### config.mk
export PLATFORM = sky130hd
export DESIGN_NAME = alu_exec_stage
export DESIGN_NICKNAME = d
export VERILOG_FILES = /design/src/rtl/alu_exec_stage.sv
export SDC_FILE = /design/constraint.sdc
export NUM_CORES = 1
export LEC_CHECK = 0
export CAP_MARGIN = 20
export CORE_UTILIZATION = 45
export CTS_CLUSTER_SIZE = 8
export DETAILED_ROUTE_END_ITERATION = 10
export PLACE_DENSITY = 0.63
export SLEW_MARGIN = 30
export SYNTH_ARGS = -nofsm -noshare
export SYNTH_HDL_FRONTEND = slang
export SYNTH_SLANG_ARGS = --single-unit
export TNS_END_PERCENT = 30
### constraint.sdc
create_clock -name clk -period 10.5 [get_ports clk]
set_clock_uncertainty 0.15 [all_clocks]
set_input_delay 2.1 -clock clk [delete_from_list [all_inputs] [get_ports clk]]
set_output_delay 2.1 -clock clk [all_outputs]
set_load 0.02 [all_outputs]
### src/rtl/alu_exec_stage.sv
// Single-issue ALU execute stage: one-cycle ALU ops, 16-cycle shift-add multiply,
// registered result/flags with a one-cycle register-file write pulse.
module alu_exec_stage #(
   parameter int DATA_W = 16,
   parameter int ADDR_W = 4
) (
   input  logic              clk,
   input  logic              Clear,
   input  logic              start,
   input  logic [3:0]        op,
   input  logic [DATA_W-1:0] A,
   input  logic [DATA_W-1:0] B,
   input  logic [ADDR_W-1:0] dest,
   output logic [DATA_W-1:0] C,
   output logic [ADDR_W-1:0] Caddr,
   output logic              Load,
   output logic              busy,
   output logic              illegal,
   output logic              zero,
   output logic              carry,
   output logic              ovf
);

   typedef enum logic [1:0] {
      S_IDLE,
      S_EXEC,
      S_MUL
   } state_t;

   typedef enum logic [3:0] {
      OP_ADD   = 4'd0,
      OP_SUB   = 4'd1,
      OP_AND   = 4'd2,
      OP_OR    = 4'd3,
      OP_XOR   = 4'd4,
      OP_NOR   = 4'd5,
      OP_SLT   = 4'd6,
      OP_SLL   = 4'd7,
      OP_SRL   = 4'd8,
      OP_SRA   = 4'd9,
      OP_MUL   = 4'd10,
      OP_PASSB = 4'd11
   } op_t;

   state_t            r_state;
   state_t            w_state_next;
   logic [3:0]        r_op;
   logic [DATA_W-1:0] r_a;
   logic [DATA_W-1:0] r_b;
   logic [ADDR_W-1:0] r_dest;
   logic [4:0]        r_cnt;
   logic [DATA_W-1:0] r_prod;

   logic              w_accept;
   logic              w_legal;
   logic [DATA_W:0]   w_sum;
   logic [DATA_W:0]   w_diff;
   logic [3:0]        w_shamt;
   logic [DATA_W-1:0] w_alu;
   logic              w_cy;
   logic              w_ov;
   logic [DATA_W-1:0] w_prod_next;
   logic              w_mul_last;

   always_ff @(posedge clk) begin
      if (Clear) begin
         r_state <= S_IDLE;
      end else begin
         r_state <= w_state_next;
      end
   end

   always_comb begin
      w_state_next = r_state;
      busy         = (r_state != S_IDLE);
      case (r_state)
         S_IDLE: begin
            if (start) begin
               w_state_next = (op == OP_MUL) ? S_MUL : S_EXEC;
            end
         end
         S_EXEC:  w_state_next = S_IDLE;
         S_MUL: begin
            if (w_mul_last) begin
               w_state_next = S_IDLE;
            end
         end
         default: w_state_next = S_IDLE;
      endcase
   end

   assign w_accept    = (r_state == S_IDLE) && start;
   assign w_legal     = (r_op < 4'd12);
   assign w_sum       = {1'b0, r_a} + {1'b0, r_b};
   assign w_diff      = {1'b0, r_a} - {1'b0, r_b};
   assign w_shamt     = r_b[3:0];
   assign w_mul_last  = (r_cnt == 5'd15);
   // One partial product per cycle; only the low DATA_W bits are ever kept
   assign w_prod_next = r_prod + (r_b[r_cnt[3:0]] ? (r_a << r_cnt[3:0]) : '0);

   always_comb begin
      w_alu = '0;
      w_cy  = 1'b0;
      w_ov  = 1'b0;
      case (r_op)
         OP_ADD: begin
            w_alu = w_sum[DATA_W-1:0];
            w_cy  = w_sum[DATA_W];
            w_ov  = (r_a[DATA_W-1] == r_b[DATA_W-1]) &&
                    (w_sum[DATA_W-1] != r_a[DATA_W-1]);
         end
         OP_SUB: begin
            w_alu = w_diff[DATA_W-1:0];
            w_cy  = w_diff[DATA_W];
            w_ov  = (r_a[DATA_W-1] != r_b[DATA_W-1]) &&
                    (w_diff[DATA_W-1] != r_a[DATA_W-1]);
         end
         OP_AND:   w_alu = r_a & r_b;
         OP_OR:    w_alu = r_a | r_b;
         OP_XOR:   w_alu = r_a ^ r_b;
         OP_NOR:   w_alu = ~(r_a | r_b);
         OP_SLT:   w_alu = {{(DATA_W-1){1'b0}}, ($signed(r_a) < $signed(r_b))};
         OP_SLL:   w_alu = r_a << w_shamt;
         OP_SRL:   w_alu = r_a >> w_shamt;
         OP_SRA:   w_alu = $signed(r_a) >>> w_shamt;
         OP_PASSB: w_alu = r_b;
         default:  w_alu = '0;
      endcase
   end

   always_ff @(posedge clk) begin
      if (Clear) begin
         C       <= '0;
         Caddr   <= '0;
         Load    <= 1'b0;
         illegal <= 1'b0;
         zero    <= 1'b0;
         carry   <= 1'b0;
         ovf     <= 1'b0;
         r_op    <= '0;
         r_a     <= '0;
         r_b     <= '0;
         r_dest  <= '0;
         r_cnt   <= '0;
         r_prod  <= '0;
      end else begin
         Load    <= 1'b0;
         illegal <= 1'b0;
         if (w_accept) begin
            r_op   <= op;
            r_a    <= A;
            r_b    <= B;
            r_dest <= dest;
            r_cnt  <= '0;
            r_prod <= '0;
         end
         case (r_state)
            S_EXEC: begin
               // Reserved ops leave result, address and flags untouched
               if (w_legal) begin
                  C     <= w_alu;
                  Caddr <= r_dest;
                  Load  <= 1'b1;
                  zero  <= (w_alu == '0);
                  carry <= w_cy;
                  ovf   <= w_ov;
               end else begin
                  illegal <= 1'b1;
               end
            end
            S_MUL: begin
               r_prod <= w_prod_next;
               r_cnt  <= r_cnt + 5'd1;
               if (w_mul_last) begin
                  C     <= w_prod_next;
                  Caddr <= r_dest;
                  Load  <= 1'b1;
                  zero  <= (w_prod_next == '0);
                  carry <= 1'b0;
                  ovf   <= 1'b0;
               end
            end
            default: ;
         endcase
      end
   end

endmodule

==> flow_metrics.env <==
export IMPL_status="finished clean"
export IMPL_ios=69
export IMPL_start_util_pct=45.8
export IMPL_synth_cell_types=83
export IMPL_fin_setup_tns_ns=0
export IMPL_max_clock_freq_mhz=206
export IMPL_clock_sink_count=88
export IMPL_finalCriticalPeriod_ns=4.84
export IMPL_grt_overflow_total=0
export IMPL_die_h_um=145
export IMPL_clock_tree_root_cell="clkbuf_16"
export IMPL_numCtsBuffers=9
export IMPL_dr_pass1_iters=8
export IMPL_cap_violations=0
export IMPL_place_port_buffers=68
export IMPL_yosysMostFrequentCell="nand2_1"
export IMPL_p_leak_uw=0.00399
export IMPL_syn_to_final_growth_pct=11.8
export IMPL_grt_usage_pct=33.0
export IMPL_yosysTopAreaCell="dfxtp_1"
export IMPL_preCtsSetupSlack_ns=5.71
export IMPL_slew_viol_final=0
export IMPL_yosysTopAreaCellShare_pct=19.1
export IMPL_power_density_nw_per_um2=106
export IMPL_cts_setup_buffers=0
export IMPL_crit_type="reg2reg"
export IMPL_vias=9803
export IMPL_seq_area_frac_synth_pct=19.1
export IMPL_antenna_cells=0
export IMPL_cts_tree="built"
export IMPL_die_w_um=145
export IMPL_drtIter0Drc=1072
export IMPL_fill_cells=1985
export IMPL_grt_max_degree=89
export IMPL_cp_end_kind="register"
export IMPL_worstHoldPathType="reg2reg"
export IMPL_ys_ff_latch=88
export IMPL_wl_per_cell_um=22.5
export IMPL_cp_required_ns=10.65
export IMPL_crit_fanout=40
export IMPL_arrival_ns=5.00
export IMPL_wirelength_mm=35.0
export IMPL_row_count=52
export IMPL_total_power_uw=1100
export IMPL_cts_hold_buf=0
export IMPL_synth_area_um2=9240
export IMPL_rsz0062_at_grt="no"
export IMPL_clk_latency_ns=0.35
export IMPL_cp_start_kind="register"
export IMPL_worst_slack_ns=5.66
export IMPL_route_antenna_remaining_nets=0
export IMPL_cts_max_path_buffers=2
export IMPL_grt_pass1_vias=9069
export IMPL_final_setup_viol_count=0
export IMPL_routabilityCongestion=1.01
export IMPL_synth_fp_nets=1395
export IMPL_netlist_top_cells_area="dfxtp_1, ha_1, nand2_1"
export IMPL_cts_resized=0
export IMPL_h_tree_depth=3
export IMPL_die_area_um2=21100
export IMPL_avgSynthCellArea_um2=7.25
export IMPL_ir_drop_mv=0.0764
export IMPL_yosys_warnings=0
export IMPL_dpl_hpwl_mm=26.0
export IMPL_clk_pin_slew_ns=0.07
export IMPL_ys_flop_type="dfxtp_1"
export IMPL_synthArstFlopShare_pct=0
export IMPL_drive_gt1_share_pct=7.26
export IMPL_worst_pin_slew_ns=1.06
export IMPL_core_um2=20200
export IMPL_synth_edff_count=0
export IMPL_period_share_pct=46.1
export IMPL_synth_common_cells="nand2_1, a21oi_1, nor2_1"
export IMPL_finalHoldViolCount=0
export IMPL_nNetsFinal=1396
export IMPL_grt_pass1_wl_mm=54.1
export IMPL_drc=0
export IMPL_synthesis_instances=1275
export IMPL_slew_headroom_pct=29.4
export IMPL_antenna_found_initial=0
export IMPL_viasPerCell=6.32
==> worst paths after layout <==
check | startpoint | endpoint | slack [ns] | cells past startpoint
max | r_b[2]$_SDFFE_PP0P_ | zero$_SDFFE_PP0P_ | 5.66 | 13
max reg2reg | r_b[2]$_SDFFE_PP0P_ | zero$_SDFFE_PP0P_ | 5.66 | 13
min reg2reg | r_dest[0]$_SDFFE_PP0P_ | Caddr[0]$_SDFFE_PP0P_ | 0.30 | 2
min | r_dest[0]$_SDFFE_PP0P_ | Caddr[0]$_SDFFE_PP0P_ | 0.30 | 2
==> final cells by class <==
type                            instances  area (um^2)  share of cell area, %
Tap cell                              270          338                   3.27
Clock inverter                          7         62.6                  0.605
Sequential cell                        88         1760                   17.1
Inverter                               62          233                   2.25
Clock buffer                            9          225                   2.18
Timing Repair Buffer                   94          868                   8.40
Multi-Input combinational cell       1021         6850                   66.2
==> flip-flops by register name, summed over array words and instances (netlist names), 2 cells and up <==
name	count
Caddr	4
r_cnt	5
r_prod	16
r_op	4
r_state	2
r_dest	4
C	16
r_b	16
r_a	16
==> kinds of logic (layout without fill, tap and decap cells) <==
logic type	after synthesis	count (layout)	share of synthesized area [%]
buf+inv	166	172	7.02
compound gates	388	388	27.5
flops	88	88	19.1
simple gates	454	454	22.5
fa+ha+maj	77	77	10.7
mux	79	79	11.0
xor+xnor	23	23	2.18
==> power by group <==
group          internal (uW)  total (uW)  switching (uW)
Sequential               350         376            25.7
Clock                    166         315             149
Combinational            151         405             255
==> metal layers <==
| layer | track usage, % | share of wire, % |
|---|---|---|
| met1 | 46.2 | 44 |
| met2 | 50.6 | 44 |
| met3 | 6.51 | 9.3 |
| met4 | 11.2 | 3.2 |
| met5 | 0 | 0 |
==> layout by cell type, fill, tap and decap left out, drive strengths merged, types with 22 or more instances in the layout <==
cell type,n
ha,74
clkdlybuf4s50,67
a31oi,22
a21oi,128
nand2,199
nor3,27
buf,27
inv,65
nor2,102
o21ai,65
dfxtp,88
mux2i,50
a211oi,22
==> critical path, cell delays in order (launching register included) <==
cell and delay [ns]:
dfxtp_1 0.31, buf_4 0.38, clkinv_1 0.66, ha_1 0.67, nand2b_1 0.22, a221oi_1 0.49, o2111ai_1 0.26, a21oi_1 0.23
nor2_1 0.09, or4_1 0.45, a31o_2 0.27, nor4_1 0.25, and4bb_1 0.24, a211o_1 0.12
==> through the flow <==
step	hold WS (ns)	instances	util [%]	instance area [um^2]
2_1_floorplan	0.282	1275	-	9240
3_3_place_gp	0.291	1533	49.8	10000
3_5_place_dp	0.294	1535	49.8	10000
4_1_cts	0.304	1551	51.2	10300
5_1_grt	0.322	1551	51.2	10300
6_report	0.302	1551	51.2	10300
Power figures use the tool's default switching activity.
